File: src/rtl/ram64_pkg.sv
// Shared constants for the 64-word Hack data memory: word width, address
// width and the bank/word select bit ranges of the address.
package ram64_pkg;
    localparam int WORD_W        = 16;
    localparam int RAM64_ADDR_W  = 6;
    localparam int RAM8_ADDR_W   = 3;
    localparam int NUM_BANKS     = 8;
    localparam int BANK_SEL_HI   = 5;
    localparam int BANK_SEL_LO   = 3;
    localparam int WORD_SEL_HI   = 2;
    localparam int WORD_SEL_LO   = 0;
endpackage

File: src/rtl/dmux8way.sv
// 1-to-8 demultiplexer: routes a single input bit to the output selected by sel.
module dmux8way (
    input  logic       in,
    input  logic [2:0] sel,
    output logic [7:0] out
);
    // one-hot steering of in onto the selected lane
    always_comb begin
        out = 8'b0000_0000;
        case (sel)
            3'd0:    out[0] = in;
            3'd1:    out[1] = in;
            3'd2:    out[2] = in;
            3'd3:    out[3] = in;
            3'd4:    out[4] = in;
            3'd5:    out[5] = in;
            3'd6:    out[6] = in;
            3'd7:    out[7] = in;
            default: out = 8'b0000_0000;
        endcase
    end
endmodule

File: src/rtl/mux8way16.sv
// 8-way WIDTH-bit multiplexer selecting one of a..h by sel.
module mux8way16 #(
    parameter int WIDTH = 16
) (
    input  logic [WIDTH-1:0] a,
    input  logic [WIDTH-1:0] b,
    input  logic [WIDTH-1:0] c,
    input  logic [WIDTH-1:0] d,
    input  logic [WIDTH-1:0] e,
    input  logic [WIDTH-1:0] f,
    input  logic [WIDTH-1:0] g,
    input  logic [WIDTH-1:0] h,
    input  logic [2:0]       sel,
    output logic [WIDTH-1:0] out
);
    // select the addressed input word
    always_comb begin
        out = '0;
        case (sel)
            3'd0:    out = a;
            3'd1:    out = b;
            3'd2:    out = c;
            3'd3:    out = d;
            3'd4:    out = e;
            3'd5:    out = f;
            3'd6:    out = g;
            3'd7:    out = h;
            default: out = '0;
        endcase
    end
endmodule

File: src/rtl/ram8.sv
// 8-word bank: async-clear registers, demuxed load, combinational read.
module ram8
    import ram64_pkg::*;
#(
    parameter int WIDTH = WORD_W
) (
    input  logic                   clk,
    input  logic                   reset,
    input  logic [WIDTH-1:0]       in,
    input  logic                   load,
    input  logic [RAM8_ADDR_W-1:0] address,
    output logic [WIDTH-1:0]       out
);
    logic [7:0]       load_s;
    logic [WIDTH-1:0] mem_r [0:7];

    dmux8way u_dmux (
        .in  (load),
        .sel (address),
        .out (load_s)
    );

    // word storage; reset clears immediately and blocks any write
    always_ff @(posedge clk or posedge reset) begin
        if (reset) begin
            for (int i = 0; i < 8; i++) begin
                mem_r[i] <= '0;
            end
        end else begin
            for (int i = 0; i < 8; i++) begin
                if (load_s[i]) begin
                    mem_r[i] <= in;
                end
            end
        end
    end

    mux8way16 #(.WIDTH(WIDTH)) u_mux (
        .a   (mem_r[0]),
        .b   (mem_r[1]),
        .c   (mem_r[2]),
        .d   (mem_r[3]),
        .e   (mem_r[4]),
        .f   (mem_r[5]),
        .g   (mem_r[6]),
        .h   (mem_r[7]),
        .sel (address),
        .out (out)
    );
endmodule

File: src/rtl/ram64.sv
// 64-word Hack data memory: eight ram8 banks, bank chosen by address[5:3].
module ram64
    import ram64_pkg::*;
#(
    parameter int WIDTH      = WORD_W,
    parameter int DEPTH_LOG2 = RAM64_ADDR_W
) (
    input  logic                  clk,
    input  logic                  reset,
    input  logic [WIDTH-1:0]      in,
    input  logic                  load,
    input  logic [DEPTH_LOG2-1:0] address,
    output logic [WIDTH-1:0]      out
);
    logic [2:0]       bank_sel_s;
    logic [2:0]       word_sel_s;
    logic [7:0]       bank_load_s;
    logic [WIDTH-1:0] bank_out_s [0:NUM_BANKS-1];

    assign bank_sel_s = address[BANK_SEL_HI:BANK_SEL_LO];
    assign word_sel_s = address[WORD_SEL_HI:WORD_SEL_LO];

    dmux8way u_bank_dmux (
        .in  (load),
        .sel (bank_sel_s),
        .out (bank_load_s)
    );

    for (genvar b = 0; b < NUM_BANKS; b++) begin : g_bank
        ram8 #(.WIDTH(WIDTH)) u_ram8 (
            .clk     (clk),
            .reset   (reset),
            .in      (in),
            .load    (bank_load_s[b]),
            .address (word_sel_s),
            .out     (bank_out_s[b])
        );
    end

    mux8way16 #(.WIDTH(WIDTH)) u_bank_mux (
        .a   (bank_out_s[0]),
        .b   (bank_out_s[1]),
        .c   (bank_out_s[2]),
        .d   (bank_out_s[3]),
        .e   (bank_out_s[4]),
        .f   (bank_out_s[5]),
        .g   (bank_out_s[6]),
        .h   (bank_out_s[7]),
        .sel (bank_sel_s),
        .out (out)
    );
endmodule

File: config.mk
export PLATFORM = sky130hd
export DESIGN_NAME = ram64
export DESIGN_NICKNAME = d
export VERILOG_FILES = /design/src/rtl/ram64_pkg.sv /design/src/rtl/dmux8way.sv /design/src/rtl/mux8way16.sv /design/src/rtl/ram8.sv /design/src/rtl/ram64.sv
export SDC_FILE = /design/constraint.sdc
export NUM_CORES = 2
export LEC_CHECK = 0
export CAP_MARGIN = 20
export CORE_UTILIZATION = 60
export DETAILED_ROUTE_END_ITERATION = 10
export PLACE_DENSITY = 0.87
export SLEW_MARGIN = 20
export SYNTH_ARGS = -nofsm -noshare
export SYNTH_HDL_FRONTEND = slang
export SYNTH_SLANG_ARGS = --single-unit
File: constraint.sdc
create_clock -name clk -period 48.4 [get_ports clk]
set_clock_uncertainty 0.05 [all_clocks]
set_input_delay 9.68 -clock clk [delete_from_list [all_inputs] [get_ports clk]]
set_output_delay 9.68 -clock clk [all_outputs]
set_load 0.01 [all_outputs]
Yosys cells after proc, flatten, opt, wreduce, memory -nomap -nowiden
Index checks and enable logic that the tools add are counted.
{"block": "word_totals", "ff_bits": 1024, "latch_bits": 0, "ramBits": 0, "rom_bits": 0, "input_bits": 25, "out_inout_bits": 16, "wordCells": 161, "memories": 0}
{"block": "classes", "addsub": 0, "n_mul": 0, "div_mod_pow": 0, "n_lt_le_gt_ge": 0, "eq_ne": 14, "shifts": 0, "n_mux": 81, "bitwise_logic": 0, "n_reduce_logical": 2}
{"cell": "$pmux 16 s8", "n": 9}
{"cell": "$mux 1", "n": 72}
{"cell": "$eq 3x3->1 const B", "n": 8}
{"cell": "$eq 3x2->1 const B", "n": 4}
{"cell": "$eq 3x1->1 const B", "n": 2}
{"cell": "$logic_not 3->1", "n": 2}

Logic depth before layout (Yosys ltp)
{"block": "depth", "depth_word": 3, "ltp_mapped": 11, "depth_no_buf": 6}

By module
A second synthesis with hierarchy kept.
{"block": "unflattened", "cells_unflattened": 3849, "hier_area_um2": 52479.1}
{"module": "ram8", "n_inst": 8, "cells_per_inst": 273, "area_each_um2": 5198.7, "seq_area_each_um2": 3203.1}
{"module": "mux8way16", "n_inst": 9, "cells_per_inst": 177, "area_each_um2": 1114.8, "seq_area_each_um2": 0.0}
{"module": "dmux8way", "n_inst": 9, "cells_per_inst": 8, "area_each_um2": 95.1, "seq_area_each_um2": 0.0}

Worst setup path before layout
No wires, ideal clock.
{"block": "synth_timing", "kind": "in2out", "startpoint": "input address[2]", "endpoint": "output out[6]", "arrival_ns": 11.404, "t_required_ns": 38.670, "path_slack_ns": 27.266, "cell_stages": 8, "n_path_buf": 2, "cell_sequence": "buf_6 and2_4 buf_6 a22o_1 a221oi_2 nor2_1 or4_1 o41a_1"}
{"block": "synth_via", "elab_chain_cells": 3}
{"element": "start: declaration", "line": "ram64.sv:12", "text": "input logic [DEPTH_LOG2-1:0] address,"}
{"element": "$eq 3x3->1 (tied with other cells)", "line": "mux8way16.sv:19", "text": "case (sel)"}
{"element": "$pmux 16 s8", "line": "mux8way16.sv:19"}
{"element": "$pmux 16 s8 *", "line": "mux8way16.sv:19"}
{"element": "end: declaration", "line": "ram64.sv:13", "text": "output logic [WIDTH-1:0] out"}
Every way passes the cells marked *; elsewhere a longest branch is shown, timed or not.

Worst setup path after layout
{"block": "layout_timing", "startpoint": "input address[1]", "endpoint": "output out[1]"}
Same word-level chain as after synthesis.

==> run summary <==
The run finished with clean final reports. Final wirelength: 142000 µm. In the routed design, unresolved DRC markers number 0. The number of endpoints with negative hold slack in the final report is 0, and the net switching power of the design is 0.000561 W. Buffers placed on the I/O ports in this run total 40.

The maximum net fanout on the critical path is 75. For the final instance count without filler cells, the log shows 4556. For the worst setup path, the data required time is 38.67 ns. The floorplan step set the die height to 282 µm.

Post-CTS repair changed the size of 0 cells. For the cell count after synthesis, the log shows 3543. In the final layout, the registers with the most flip-flops are g_bank.u_ram8.mem_r: 1024 flops. In the final routed layout, each cell accounts on average for 31.1 µm. In this run, synthesis inferred 0 flip-flops with an integrated enable. STA classifies the critical path endpoint as an output pin. For this design, the sink count on the clock tree is 1024.

The most critical setup path has its endpoint at out[1]. In the final layout, the share of cells above drive strength 1 is 41.2%. The fill cell instance count of the final layout came out at 5113. In this run the critical register-to-register path is launched from g_bank[5].u_ram8.mem_r[96]$_DFFE_PP0P_. The async set or reset register ratio after synthesis came out at 100%.

Once detail routing completed, the nets flagged for antenna violations numbered 0. The number of hold buffers added after CTS was 0. The internal portion of the total power is 0.00157 W.

The logs give 4363 for the total placed cells including tap cells and 0 for the final number of setup-violating endpoints. After layout, the minimum clock period comes to 24.24 ns. Clock-pin slew was measured on the worst setup and hold paths at 0.06 ns. The logs give 54.5% for the proportion of synthesized chip area in sequential cells and 0 for the final count of pins violating max slew. The clock network fraction of design power came out at 38.1%.

Prior to clock tree synthesis, the placed netlist has a worst setup slack of 24.55 ns. The leakage dissipation was 23.7 nW. The final critical-path share of the clock period is 50.1%, and the number of CTS-inserted buffers is 103. For this configuration, the core starts out at a cell density of 60.7%. The total track usage was 36.1%.

The register with the most flip-flops in the layout has 1024 of them. Setup repair after global routing left no endpoint under its margin. The depth of the worst register-to-register path came out at 1. Die span in x: 282 µm. Data arrives at the worst endpoint at 14.51 ns.

Worst slack on hold paths: 0.446 ns. TritonCTS built the clock tree. The sequential fraction of design power is 48.5%.

The number of warning messages in the yosys log was 0. The first global-routing pass estimated 213000 µm of wire. At the end of routability-driven placement, the weighted congestion stood at 0.966.

For flop-to-flop paths, the worst setup slack is 47.49 ns. Counting flops and latches in the post-synthesis netlist gives 1024. The worst pin sits at a relative slew slack of 18.5%. The synthesized area divided by synthesized cell count is 13.3 µm², and the power density over cell area is 41.5 mW/mm². In this run the clock root is driven by a sky130_fd_sc_hd__clkbuf_16.

The top cell types in the final layout, fill and taps aside, are sky130_fd_sc_hd__mux2_2 (1076), sky130_fd_sc_hd__dfrtp_1 (1024), sky130_fd_sc_hd__nand2_1 (181). The number of global-route vias before repair was 32900; the total negative slack for setup checks was 0 ns. The run gives 0.0775 mm² as the area of the core region. Overall power consumption after layout is estimated at 0.00213 W. The worst-case setup margin in the final layout came out at 24.16 ns. After the last flow step, the layout net total stands at 3455. Pin placement for this block handled 41 I/O pins. The critical path is of the in -> out type. The first detailed-routing pass took 9 iterations. The first routing iteration left 4229 violations. The floorplan step defined a die boundary enclosing 0.0794 mm². Global routing finished with a remaining overflow of 0.

The worst setup path is launched from an input pin. The share of total power dissipated in combinational logic is 13.5%. Net switching is 26.4% of the power. The worst-case clock buffer depth is 3. The number of antenna violations at the first check in global routing is 8. The start point of the critical path was address[1].

Timing would allow up to 0.0413 GHz. The worst register-to-register path ends at g_bank[5].u_ram8.mem_r[96]$_DFFE_PP0P_. IR analysis of the VDD net gives a maximum drop of 0.0311 mV. Clock latency on the worst-skew pair, taken at its later pin, is 0.67 ns. Synthesis instantiated 64 different standard cells from the library. The floorplan has 102 rows. From synthesis to final layout, the design area changed by 9.04%. The total vias in the final route came out at 32500.

In this run the number of H-tree levels came out at 3. The tightest min-delay check is of the reg -> reg type. For the pin with the worst max-slew slack, the measured transition is 1.22 ns. The number of nets in the synthesized netlist is 3568. The tool flagged a number of max-cap violations equal to 0.

Entering global routing, the biggest net connects 121 pins. After legalization and detailed placement, the total HPWL measured 81600 µm. The mapped netlist covers 0.0470 mm². Post-CTS timing repair inserted 0 buffers for setup. The top register by number of flip-flops was g_bank.u_ram8.mem_r. Leaving out fill and tap cells, the most frequent cell in the layout is sky130_fd_sc_hd__mux2_2.

In the routed layout, each cell is associated on average with a via count of 7.13. Among all flip-flop cells after synthesis, the most frequent one is sky130_fd_sc_hd__dfrtp_1.
==> final cells by class <==
cell class / instances / area [µm²] / share of cell area (%)
timing repair buffer: 119 / 980 / 1.91
sequential: 1024 / 25600 / 50.0
antenna: 1 / 2.50 / 0.00488
clock buffer: 157 / 3140 / 6.13
multi-input combinational: 2170 / 19800 / 38.7
clock inverter: 33 / 302 / 0.589
inverter: 12 / 55.1 / 0.107
tap: 1040 / 1300 / 2.54
==> synthesized netlist by cell type, drive strengths merged, types with 3 or more instances <==
library cell,count,area [µm²]
mux2,1078,12100
dfrtp,1024,25600
nand2,191,739
buf,179,961
clkbuf,158,596
o21ai,155,776
mux2i,85,851
nor2,79,347
a21oi,69,345
a22o,66,578
a22oi,60,450
a221oi,43,383
o22ai,41,257
mux4,37,833
o211ai,37,278
o221ai,34,298
o2bb2ai,30,263
a31oi,27,169
nand2b,16,100
nor2b,16,100
a211oi,12,90.1
inv,12,45.1
nor3,12,85.1
o221a,11,124
a21boi,9,67.6
nor4,8,50.1
and2,6,40.0
nand3,5,25.0
o22a,4,35.0
or4,4,30.0
a2bb2oi,3,26.3
nor3b,3,32.5
o21a,3,22.5
o41a,3,33.8
==> power groups by stage <==
stage / clock (W) / sequential (W) / combinational [W]
final: 0.000810 / 0.00103 / 0.000286
after CTS: 0.000808 / 0.00103 / 0.000279
after detailed placement: 0 / 0.00104 / 0.000275
after floorplan: 0 / 0.00103 / 0.000200
after global routing: 0.000845 / 0.00104 / 0.000300
after global placement: 0 / 0.00103 / 0.000264
==> through the flow <==
step / utilization [%] / area, µm²
6_report: 66.1 / 51200
5_1_grt: 66.1 / 51200
4_1_cts: 66.1 / 51200
3_5_place_dp: 61.6 / 47800
3_3_place_gp: 61.6 / 47700
2_1_floorplan: - / 47000
==> cell families (layout without fill, tap and decap cells) <==
family                 after synthesis  count (layout)  share of synthesized area [%]
muxes                             1200            1200                           29.4
DFF                               1024            1024                           54.5
AOI/OAI and AO/OA                  622             622                           9.22
buffers and inverters              349             321                           3.41
and+or+nand+nor                    348             348                           3.42
other                                0               1                              0
==> routing by layer <==
layer / routed length (µm) / up-vias / track usage, % / part of all wire, %
li1: - / 12800 / - / -
met1: 51600 / 16600 / 47.5 / 36
met2: 60800 / 2357 / 51.9 / 43
met3: 19000 / 662 / 12.2 / 13
met4: 10200 / 12 / 21.7 / 7.2
met5: 126 / - / 0 / 0.089
==> worst max-delay path: stages <==
cell	delay [ns]
sky130_fd_sc_hd__clkbuf_8	0.37
sky130_fd_sc_hd__buf_4	0.67
sky130_fd_sc_hd__nor2_1	0.30
sky130_fd_sc_hd__nand2_4	0.73
sky130_fd_sc_hd__buf_4	0.64
sky130_fd_sc_hd__o21ai_0	0.16
sky130_fd_sc_hd__o22ai_1	0.52
sky130_fd_sc_hd__a211oi_1	0.10
sky130_fd_sc_hd__a22oi_1	0.56
sky130_fd_sc_hd__clkdlybuf4s50_1	0.66
==> how the worst min path moves through the flow <==
stage | depth (start not counted) | startpoint | end
global route | 1 | g_bank[2].u_ram8.mem_r[80]$_DFFE_PP0P_ | g_bank[2].u_ram8.mem_r[80]$_DFFE_PP0P_
global placement | 1 | g_bank[7].u_ram8.mem_r[64]$_DFFE_PP0P_ | g_bank[7].u_ram8.mem_r[64]$_DFFE_PP0P_
detailed placement | 1 | g_bank[7].u_ram8.mem_r[64]$_DFFE_PP0P_ | g_bank[7].u_ram8.mem_r[64]$_DFFE_PP0P_
CTS | 1 | g_bank[7].u_ram8.mem_r[64]$_DFFE_PP0P_ | g_bank[7].u_ram8.mem_r[64]$_DFFE_PP0P_
floorplan | 1 | g_bank[7].u_ram8.mem_r[64]$_DFFE_PP0P_ | g_bank[7].u_ram8.mem_r[64]$_DFFE_PP0P_
finish | 1 | g_bank[7].u_ram8.mem_r[64]$_DFFE_PP0P_ | g_bank[7].u_ram8.mem_r[64]$_DFFE_PP0P_
Note: power is estimated with default switching activity, not from simulation.
